[src/rtl/add_mul_comp_sub_seq_pkg.sv]
// Shared opcode/state encodings and COMP result bit positions.
// Pure declarations: no latency or backpressure of its own.
package add_mul_comp_sub_seq_pkg;

   typedef enum logic [1:0] {
      OP_ADD  = 2'd0,
      OP_SUB  = 2'd1,
      OP_MUL  = 2'd2,
      OP_COMP = 2'd3
   } op_e;

   typedef enum logic [1:0] {
      ST_IDLE = 2'd0,
      ST_MUL  = 2'd1,
      ST_DONE = 2'd2
   } state_e;

   localparam int COMP_GT_BIT = 0;
   localparam int COMP_EQ_BIT = 1;
   localparam int COMP_LT_BIT = 2;

endpackage

[src/rtl/seq_shift_add_mul.sv]
// Unsigned shift-add multiplier: start loads operands, each step retires one multiplier bit.
// WIDTH steps per product; done is high during the final step, product is valid after that edge.
module seq_shift_add_mul #(
   parameter int WIDTH = 4
) (
   input  logic                 clk,
   input  logic                 rst_n,
   input  logic                 start,
   input  logic                 step,
   input  logic [WIDTH-1:0]     a,
   input  logic [WIDTH-1:0]     b,
   output logic                 done,
   output logic [2*WIDTH-1:0]   product
);

   localparam int CNT_W = $clog2(WIDTH) + 1;

   logic [2*WIDTH-1:0] mcand;
   logic [WIDTH-1:0]   mplier;
   logic [CNT_W-1:0]   cnt;

   always_ff @(posedge clk or negedge rst_n) begin
      if (!rst_n) begin
         mcand   <= '0;
         mplier  <= '0;
         product <= '0;
         cnt     <= '0;
      end else if (start) begin
         mcand   <= {{WIDTH{1'b0}}, a};
         mplier  <= b;
         product <= '0;
         cnt     <= '0;
      end else if (step) begin
         if (mplier[0]) begin
            product <= product + mcand;
         end
         mcand  <= mcand << 1;
         mplier <= mplier >> 1;
         cnt    <= cnt + CNT_W'(1);
      end
   end

   // Combinational so the controller can leave MUL on the same edge as the last step.
   assign done = step && (cnt == CNT_W'(WIDTH - 1));

endmodule

[src/rtl/add_mul_comp_sub_seq.sv]
// ADD/SUB/COMP in one cycle, MUL in WIDTH+1 cycles via a shift-add sub-block; one command in flight.
// in_ready only in IDLE; result/out_valid held in DONE until out_ready, then one idle cycle.
module add_mul_comp_sub_seq
   import add_mul_comp_sub_seq_pkg::*;
#(
   parameter int WIDTH = 4
) (
   input  logic                 clk,
   input  logic                 rst_n,
   input  logic                 in_valid,
   output logic                 in_ready,
   input  logic [1:0]           op,
   input  logic [WIDTH-1:0]     a,
   input  logic [WIDTH-1:0]     b,
   output logic                 out_valid,
   input  logic                 out_ready,
   output logic [2*WIDTH-1:0]   result
);

   state_e             state;
   op_e                op_in;
   op_e                op_q;
   logic [2*WIDTH-1:0] alu_nxt;
   logic [2*WIDTH-1:0] alu_q;
   logic               accept;
   logic               mul_start;
   logic               mul_step;
   logic               mul_done;
   logic [2*WIDTH-1:0] mul_product;

   assign op_in     = op_e'(op);
   assign accept    = in_valid && in_ready;
   assign mul_start = accept && (op_in == OP_MUL);
   assign mul_step  = (state == ST_MUL);

   always_comb begin
      alu_nxt = '0;
      case (op_in)
         OP_ADD:  alu_nxt = {{WIDTH{1'b0}}, a} + {{WIDTH{1'b0}}, b};
         // Subtracting in the wide domain yields the sign-extended difference directly.
         OP_SUB:  alu_nxt = {{WIDTH{1'b0}}, a} - {{WIDTH{1'b0}}, b};
         OP_COMP: begin
            alu_nxt[COMP_GT_BIT] = (a > b);
            alu_nxt[COMP_EQ_BIT] = (a == b);
            alu_nxt[COMP_LT_BIT] = (a < b);
         end
         default: alu_nxt = '0;
      endcase
   end

   always_ff @(posedge clk or negedge rst_n) begin
      if (!rst_n) begin
         state     <= ST_IDLE;
         in_ready  <= 1'b1;
         out_valid <= 1'b0;
         op_q      <= OP_ADD;
         alu_q     <= '0;
      end else begin
         case (state)
            ST_IDLE: begin
               if (in_valid) begin
                  op_q     <= op_in;
                  in_ready <= 1'b0;
                  if (op_in == OP_MUL) begin
                     state <= ST_MUL;
                  end else begin
                     alu_q     <= alu_nxt;
                     state     <= ST_DONE;
                     out_valid <= 1'b1;
                  end
               end
            end
            ST_MUL: begin
               if (mul_done) begin
                  state     <= ST_DONE;
                  out_valid <= 1'b1;
               end
            end
            ST_DONE: begin
               if (out_ready) begin
                  state     <= ST_IDLE;
                  out_valid <= 1'b0;
                  in_ready  <= 1'b1;
               end
            end
            default: begin
               state     <= ST_IDLE;
               out_valid <= 1'b0;
               in_ready  <= 1'b1;
            end
         endcase
      end
   end

   seq_shift_add_mul #(.WIDTH(WIDTH)) u_mul (
      .clk     (clk),
      .rst_n   (rst_n),
      .start   (mul_start),
      .step    (mul_step),
      .a       (a),
      .b       (b),
      .done    (mul_done),
      .product (mul_product)
   );

   // Both sources are registers frozen outside an accept/step, so result holds through DONE.
   assign result = (op_q == OP_MUL) ? mul_product : alu_q;

endmodule
[config.mk]
export PLATFORM = sky130hd
export DESIGN_NAME = add_mul_comp_sub_seq
export DESIGN_NICKNAME = d
export VERILOG_FILES = /design/src/rtl/add_mul_comp_sub_seq_pkg.sv /design/src/rtl/seq_shift_add_mul.sv /design/src/rtl/add_mul_comp_sub_seq.sv
export SDC_FILE = /design/constraint.sdc
export NUM_CORES = 1
export LEC_CHECK = 0
export CAP_MARGIN = 20
export CORE_UTILIZATION = 35
export DETAILED_ROUTE_END_ITERATION = 8
export GPL_ROUTABILITY_DRIVEN = 0
export HOLD_SLACK_MARGIN = 0.06
export PLACE_DENSITY_LB_ADDON = 0.12
export REMOVE_ABC_BUFFERS = 1
export SYNTH_ARGS = -nofsm -noshare
export SYNTH_HDL_FRONTEND = slang
export SYNTH_SLANG_ARGS = --single-unit
[constraint.sdc]
create_clock -name clk -period 4 [get_ports clk]
set_input_delay 0.8 -clock clk [delete_from_list [all_inputs] [get_ports clk]]
set_output_delay 0.8 -clock clk [all_outputs]
set_load 0.02 [all_outputs]
After elaboration in Yosys (flattened, before gate mapping)

Index checks and enable logic that the tools add are counted.

Register bits: 37
Bits in latches: 0
Bits in writable memories: 0
ROM bits: 0
Output and inout bits: 10
Memories kept: 0

Add/subtract/negate cells: 4
Multiply operators: 0
Div/mod/pow operators: 0
$lt $le $gt $ge: 2
Equal/unequal tests: 12
Shifts and indexed selects: 0
Mux-type cells: 25
Bitwise gates (word level): 2
Reductions and logical operators: 13

Operators with widths:

| cell                                           | number |
|---|---|
| two-way mux 8 bit                              | 6 |
| case mux 5 bit (2 select lines)                | 1 |
| case mux 3 bit (3 select lines)                | 1 |
| AND reduction 3 bit                            | 3 |
| adder 8 bit                                    | 1 |
| == test 2 bit (second input constant)          | 4 |
| two-way mux 2 bit                              | 4 |
| two-way mux 4 bit                              | 2 |
| != test 2 bit (second input constant)          | 4 |
| two-way mux 1 bit                              | 6 |
| two-way mux 3 bit                              | 2 |
| case mux 1 bit (3 select lines)                | 2 |
| case mux 2 bit (3 select lines)                | 1 |
| adder 4 x 4 -> 5 bit                           | 1 |
| subtractor 4 x 4 -> 5 bit                      | 1 |
| == test 2 x 1 -> 1 bit (second input constant) | 2 |
| == test 4 bit                                  | 1 |
| greater-than comparator 4 bit                  | 1 |
| logical NOT 2 bit                              | 2 |
| < comparator 4 bit                             | 1 |
| AND reduction 2 bit                            | 2 |
| AND reduction 4 bit                            | 1 |
| nonzero test 2 bit                             | 2 |
| adder 3 x 1 -> 3 bit (second input constant)   | 1 |
| 3 further kinds                                | 6 |

Depth between registers and ports, before layout

Gate-level depths: netlist (run 1).

Depth in word-level cells: 4
Mapped depth: 9
Mapped depth without buffers: 9

By module

A second synthesis (run 1) with hierarchy kept.

Cell total of the unflattened synthesis: 239
Area, all modules: 2290.9 um^2

Modules (own cells, without submodules):

| module               | times used | cells an instance | area an instance (um^2) | seq. area each (um^2) |
|---|---|---|---|---|
| seq_shift_add_mul    | 1          | 132               | 1320.0                  | 575.6 |
| add_mul_comp_sub_seq | 1          | 107               | 970.9                   | 301.5 |

Least setup slack after synthesis (run 1)

No wires, ideal clock.

Path type: input -> register
From: input port b[1]
To: register alu_q[3]
Library setup time: 0.122 ns
Data arrival time: 2.093 ns
Data required time: 3.878 ns
Slack: 1.786 ns
Stages: 7
Path buffers: 0
Cell sequence: inv_1 -> ha_1 -> nor2b_1 -> o21ai_0 -> a21boi_0 -> or3_1 -> a32o_1

Word-level cells in the longest chain between the ends: 2
Elaborated cells on any way between the ends: 3
Those cells by class: 2 x add/sub; 1 x mux

Ends and longest elaborated chain:

| what                                                              | RTL line                                               | text |
|---|---|---|
| from (decl)                                                       | add_mul_comp_sub_seq.sv:14                             | `input logic [WIDTH-1:0] b,` |
| subtractor 4 x 4 -> 5 bit or adder 4 x 4 -> 5 bit (tied branches) | add_mul_comp_sub_seq.sv:41, add_mul_comp_sub_seq.sv:39 |  |
| case mux 5 bit (2 select lines) (*)                               | add_mul_comp_sub_seq.sv:38                             | `case (op_in)` |
| to (signal assigned)                                              | add_mul_comp_sub_seq.sv:67                             | `alu_q <= alu_nxt;` |
| to (decl)                                                         | add_mul_comp_sub_seq.sv:24                             | `logic [2*WIDTH-1:0] alu_q;` |

Mark *: on every way between the ends. The rest lies on a longest branch, timed or not.
A chain may end at the register's enable or synchronous reset.

Worst setup path after layout (run 1)

From: register op_q[0]
To: output port result[1]

Word-level cells in the longest chain between the ends: 2

Ends and longest elaborated chain:

| what                   | RTL line                    | text |
|---|---|---|
| from (decl)            | add_mul_comp_sub_seq.sv:22  | `op_e op_q;` |
| from (signal assigned) | add_mul_comp_sub_seq.sv:62  | `op_q <= op_in;` |
| == test 2 bit          | add_mul_comp_sub_seq.sv:107 | `assign result = (op_q == OP_MUL) ? mul_product : alu_q;` |
| two-way mux 8 bit      | add_mul_comp_sub_seq.sv:107 |  |
| to (decl)              | add_mul_comp_sub_seq.sv:17  | `output logic [2*WIDTH-1:0] result` |

No other way between the ends.

==> results by group, run 1 <==
Place
  • Placed cell count: between 300 and 400
  • HPWL Detailed: 3.89 mm
  • Post-DP Area: 2520 µm²
  • I/O Buffers: 23

CTS
  • Clock latency on the worst-skew pair: 0.29 ns
  • CTS Buf Count: 5
  • Hold_buf cts: 0
  • TritonCTS clock tree: built
  • Htree depth: 2
  • Root Driver: clkbuf_8
  • Post-CTS Setup Repair Bufs: 0
  • Post_cts resized: 0
  • Maximum root-to-sink buffer count: 2
  • Clock Pin Slew Worst Setup and Hold Paths: approximately 0.080 ns
  • Clk sinks: 35

Setup path
  • Worst Setup Path Type: reg -> out
  • Number of buffer and inverter stages on the critical path: 1
  • Cell family with most CP delay: simple AND/OR/NAND/NOR gates
  • CP Cell Sequence: nor2b_1, nand2_1, o21ai_0, clkdlybuf4s50_1
  • Crit end category: output pin
  • Worst stage delay on the critical path: 0.63 ns
  • Slowest cell on crit path: clkdlybuf4s50_1
  • Critical-path maximum fanout: 9
  • Critical Path AT: 2.09 ns
  • Startpoint Class: register
  • Crit path required time: 3.20 ns

GRT
  • Gr usage total: 17.9%
  • Met2 global-route usage: ~29%
  • Number of global-route vias before repair: 1770
  • GRT Max-Usage Layer: met2
  • Met3 usage in global routing: 3.00%
  • Total grt overflow: 0
  • First-pass GRT wire length: 8.76 mm
  • Initial antenna violation count: 0
  • Met1 global-route usage: 24.4%
  • Largest net degree at the start of global routing: 36

Synth
  • Async set or reset register ratio after synthesis: 100%
  • Synthesized area per cell: 8.36 µm²
  • Synth warn: 0
  • Cells after synthesis: 268
  • Synthesized flop and latch total: 35
  • Dominant synthesized flop cell: dfrtp_1
  • Post-synth design cell area: 2240 µm²
  • Yosys cell types: between 40 and 50
  • Number of synthesized flops with an enable pin: 0
  • Post-synthesis sequential area ratio: 39.1%

STA
  • Post-Route Setup TNS: 0 ns
  • Unrepaired setup endpoints after global routing: false
  • Worst Skew: between 0.01 and 0.015 ns
  • Final hold violations: 0
  • Period Utilization, post-route: 72.4%
  • Hold slack: 0.500 ns
  • Slew headroom: 43.2%
  • Worst-Margin Slew: 0.851 ns
  • Slew Limit Fails: 0
  • Endpoints failing setup: 0
  • Tmin final: a little under 3 ns
  • Fmax: about 350 MHz

Pwr
  • Clock group share of total power: 18.2%
  • Pwr dens: 694 nW/µm²
  • Max VDD drop: slightly below 0.4 mV
  • Combinational power share: 46.0%
  • Sw Ratio: 40.0%
  • Sw Pwr: 733 µW
  • Internal power: 1.10 mW
  • Reg power frac: 35.8%
  • Lkg Pwr: 1.22 nW

Cells and area
  • Layout cells sized above 1: 5.50%
  • Most frequent cells in the layout: 62 x nand2_1, 34 x dfrtp_1, 22 x clkdlybuf4s50_1, 21 x a21oi_1, 20 x nor2_1
  • Util after Layout: 43.6%
  • Design Area, Final: between 2000 and 3000 µm²
  • Area delta synth->final: 17.8%
  • Most common cell after layout, fill and taps aside: nand2_1
  • Post-Layout Cell Count: 366
  • Fin nets: 324
  • Number of antenna diodes: 0

Route
  • Initial DRC count: 102
  • Drt wl/cell: 14.2 µm
  • Vias per inst: 5.14
  • Pre-antenna DRT Iters: 4
  • Post-route ant nets: 0
  • Drt total wl: 5.21 mm
  • Total number of vias: 1883
  • DRC viols: 0

Die
  • Initial Utilization: around 37%
  • Top-level port count: 24
  • Height of the die: 82.0 µm
  • Row count: 28
  • Chip width: between 80 and 90 µm
  • Die footprint: a little under 7000 µm²
  • Core area: 6060 µm²

Job
  • Max Cap Violations: 0

Worst hold path
  • Hold Crit Class: reg -> reg

Run status
  • Status: finished, final reports clean
## stage by stage
step	setup slack, ns	power (mW)
after floorplan	1.79	1.20
after global placement	1.11	1.50
after detailed placement	1.10	1.51
after CTS	1.06	1.85
after global routing	0.949	1.99
final	1.11	1.83
## cell usage after synthesis (3+ instances only)
| cell type | instances | area, µm² |
|---|---|---|
| nand2_1 | 62 | 233 |
| dfrtp_1 | 34 | 851 |
| a21oi_1 | 21 | 105 |
| nor2_1 | 20 | 75.1 |
| ha_1 | 17 | 213 |
| o21ai_0 | 16 | 80.1 |
| inv_1 | 14 | 52.6 |
| a31oi_1 | 7 | 43.8 |
| nand3_1 | 7 | 35.0 |
| buf_2 | 6 | 30.0 |
| nor2b_1 | 6 | 37.5 |
| nor3_1 | 5 | 25.0 |
| a21o_1 | 4 | 30.0 |
| nand2b_1 | 4 | 25.0 |
| a21boi_0 | 3 | 22.5 |
| clkbuf_1 | 3 | 11.3 |
| fa_1 | 3 | 60.1 |
| nor3b_1 | 3 | 22.5 |
| o21a_1 | 3 | 22.5 |
| xnor2_1 | 3 | 26.3 |
## power by group through the flow
stage / Combinational, mW / Sequential, mW / Clock [mW]
after floorplan: 0.566 / 0.637 / 0
after global placement: 0.840 / 0.664 / 0
after detailed placement: 0.847 / 0.664 / 0
after CTS: 0.852 / 0.658 / 0.343
after global routing: 0.956 / 0.679 / 0.358
final: 0.842 / 0.656 / 0.334
## sequential cells by signal (all words and copies together) (netlist names)
signal,flops
out_valid,1
u_mul.cnt,3
op_q,2
alu_q,6
in_ready,1
u_mul.mplier,4
u_mul.mcand,8
state,2
u_mul.product,8
## logic make-up (layout without fill, tap and decap cells)
kind of cell | count (synthesis) | count (layout) | synth area share, %
fa+ha+maj | 20 | 20 | 12.2
mux | 1 | 1 | 0.447
xor+xnor | 3 | 3 | 1.17
flops | 35 | 35 | 39.1
compound gates | 64 | 64 | 17.1
buf+inv | 24 | 47 | 4.69
simple gates | 121 | 121 | 25.3
## final timing paths
check	startpoint	end	slack [ns]	cells after the start
worst min register to register	alu_q[6]$_DFFE_PN0P_	alu_q[6]$_DFFE_PN0P_	0.50	1
worst max register to register	state[0]$_DFFE_PN0P_	u_mul.product[4]$_DFFE_PN0P_	1.97	4
worst max-delay path	op_q[0]$_DFFE_PN0P_	result[1]	1.11	4
min in group asynchronous	rst_n	state[1]$_DFFE_PN0P_	0.60	1
worst min-delay path	alu_q[6]$_DFFE_PN0P_	alu_q[6]$_DFFE_PN0P_	0.50	1
max in group asynchronous	rst_n	u_mul.mcand[2]$_DFFE_PN0P_	2.87	1
## final cells by class
class,instances,area [µm²]
Inverter,14,52.6
Clock inverter,2,35.0
Timing Repair Buffer,25,240
Sequential cell,35,877
Fill cell,627,3420
Multi-Input combinational cell,209,1260
Clock buffer,6,82.6
Tap cell,75,93.8
## routing by layer
metal | part of all wire (%) | vias up
li1 | - | 961
met3 | 3.3 | 4
met1 | 50 | 888
met2 | 46 | 30
met4 | 1.0 | 0
met5 | 0 | -
(Power assumes the default switching activity.)
==> inputs of run 2 (changes only) <==
==> constraint.sdc (replaced) <==
create_clock -name clk -period 3 [get_ports clk]
set_input_delay 0.6 -clock clk [delete_from_list [all_inputs] [get_ports clk]]
set_output_delay 0.6 -clock clk [all_outputs]
set_load 0.02 [all_outputs]
==> results by group, run 2 (synthesis gave the netlist of run 1 again) <==
STA
  • Hold slack: 0.386 ns (-0.115 ns)
  • Unrepaired setup endpoints after global routing: false
  • Worst Skew: 0.00685 ns (-0.00557 ns)
  • Final hold violations: 0 (unchanged)
  • Fmax: 406 MHz
  • Slew Limit Fails: 0 (unchanged)
  • Post-Route Setup TNS: 0 ns (unchanged)
  • Endpoints failing setup: 0 (unchanged)
  • Tmin final: roughly 2.5 ns
  • Slew headroom: 46.6% (+3.5 points)
  • Worst-Margin Slew: 0.800 ns (-0.0504 ns)
  • Setup WS post-layout: 0.538 ns (-0.568 ns)
  • Period Utilization, post-route: a little over 80%

CTS
  • Hold_buf cts: 0 (unchanged)
  • Clock latency on the worst-skew pair: 0.29 ns (about the same)
  • Post-CTS Setup Repair Bufs: 0 (unchanged)
  • Htree depth: 2 (unchanged)
  • Maximum root-to-sink buffer count: 2 (unchanged)
  • CTS Buf Count: 5 (unchanged)
  • Clock Pin Slew Worst Setup and Hold Paths: 0.07 ns (about the same)
  • TritonCTS clock tree: built
  • Post_cts resized: 0 (unchanged)
  • Root Driver: clkbuf_8
  • Clk sinks: 35 (unchanged)

GRT
  • Initial antenna violation count: 0 (unchanged)
  • Largest net degree at the start of global routing: 36 (unchanged)
  • Number of global-route vias before repair: 1860 (+5.1%)
  • First-pass GRT wire length: 9.28 mm (+5.9%)
  • Total grt overflow: 0 (unchanged)
  • Gr usage total: 18.9% (+0.99 points)

Route
  • Initial DRC count: 122 (+20%)
  • Drt total wl: 5.37 mm (+2.9%)
  • Vias per inst: 5.13 (-0.35%)
  • Drt wl/cell: 14.5 µm (+1.8%)
  • Post-route ant nets: 0 (unchanged)
  • DRC viols: 0 (unchanged)
  • Total number of vias: 1897 (+0.74%)
  • Pre-antenna DRT Iters: 4 (unchanged)

Cells and area
  • Layout cells sized above 1: 6.44% (+0.94 points)
  • Sequential cell area: 877 µm² (unchanged)
  • Largest registers: u_mul.mcand: 8 flops, u_mul.product: 8 flops, alu_q: 6 flops
  • Most common cell after layout, fill and taps aside: nand2_1
  • Util after Layout: 43.6% (+0.062 points)
  • Fin nets: 328 (+1.2%)
  • Area of the multi-input gates: 1260 µm² (unchanged)
  • Area delta synth->final: 18.0%
  • Number of antenna diodes: 0 (unchanged)
  • # fillers: 650 (+3.7%)
  • Most frequent cells in the layout: 62 x nand2_1, 34 x dfrtp_1, 22 x clkdlybuf4s50_1, 21 x a21oi_1, 20 x nor2_1

Pwr
  • Pwr dens: 897 nW/µm² (+29%)
  • Power, Total: 2.37 mW (+29%)
  • Max VDD drop: 0.513 mV (+33%)
  • Lkg Pwr: 1.23 nW (+0.49%)

Die
  • Row count: 28 (unchanged)
  • Die footprint: 6730 µm² (unchanged)
  • Top-level port count: 24 (unchanged)
  • Core area: 6060 µm² (unchanged)
  • Chip width: 82.0 µm (unchanged)
  • Height of the die: 82.0 µm (unchanged)
  • Initial Utilization: 37.0% (unchanged)

Job
  • Max Cap Violations: 0 (unchanged)

Worst hold path
  • Hold Crit Class: in -> async

Place
  • I/O Buffers: 23 (unchanged)
  • Dpl ws: 0.242 ns (-0.855 ns)
  • HPWL Detailed: 3.93 mm (+1.1%)

Run status
  • Status: finished, final reports clean

Setup path
  • R2R depth: 8 (+4)
  • Startpoint Class: primary input
  • Critical-path maximum fanout: 4 (-5)
  • Crit path required time: 3.18 ns (-0.02 ns)
  • Crit end category: register
  • Worst Setup Path Type: in -> reg
  • Critical Path AT: 2.64 ns (+0.55 ns)
## run 2: metrics by stage
step / std cells / area (µm²)
2_1_floorplan: 258 / 2190
3_3_place_gp: 362 / 2550
3_5_place_dp: 362 / 2550
4_1_cts: 370 / 2640
5_1_grt: 370 / 2640
6_report: 370 / 2640
## run 2: worst paths after layout
check	startpoint	to	slack, ns
hold reg to reg	alu_q[6]$_DFFE_PN0P_	alu_q[6]$_DFFE_PN0P_	0.49
setup reg to reg	u_mul.mcand[0]$_DFFE_PN0P_	u_mul.product[6]$_DFFE_PN0P_	1.13
hold / removal	rst_n	state[1]$_DFFE_PN0P_	0.39
setup / recovery	b[1]	alu_q[3]$_DFFE_PN0P_	0.54
max in group asynchronous	rst_n	u_mul.mplier[3]$_DFFE_PN0P_	2.10
min in group clk	alu_q[6]$_DFFE_PN0P_	alu_q[6]$_DFFE_PN0P_	0.49
## run 2: where the power goes
part | leakage, nW | internal, mW | switching (mW)
registers | 0.443 | 0.694 | 0.182
clock network | 0.0482 | 0.185 | 0.180
logic | 0.738 | 0.512 | 0.619
## run 2: worst max-delay path, stage by stage
cell	delay (ns)
clkdlybuf4s50_1	0.55
inv_1	0.11
ha_1	0.32
nor2b_1	0.14
o21ai_0	0.19
a21boi_0	0.13
or3_1	0.35
a32o_1	0.24
## run 2: area by class of cell
type	count	share of cell area, %
multi-input cells	209	47.6
clock inverters	1	0.189
repair buffers	29	10.2
clock buffers	7	3.27
flip-flops and latches	35	33.2
well taps	75	3.55
inverters	14	1.99
## run 2: metal layers
metal  vias up  GRT usage, %  wire [µm]  part of all wire (%)
met4         0          7.37        105                   2.0
met2        32          29.8       2330                    43
met3        10          3.22        140                   2.6
met5         -             0          0                     0
li1        970             -          -                     -
met1       885          25.5       2790                    52
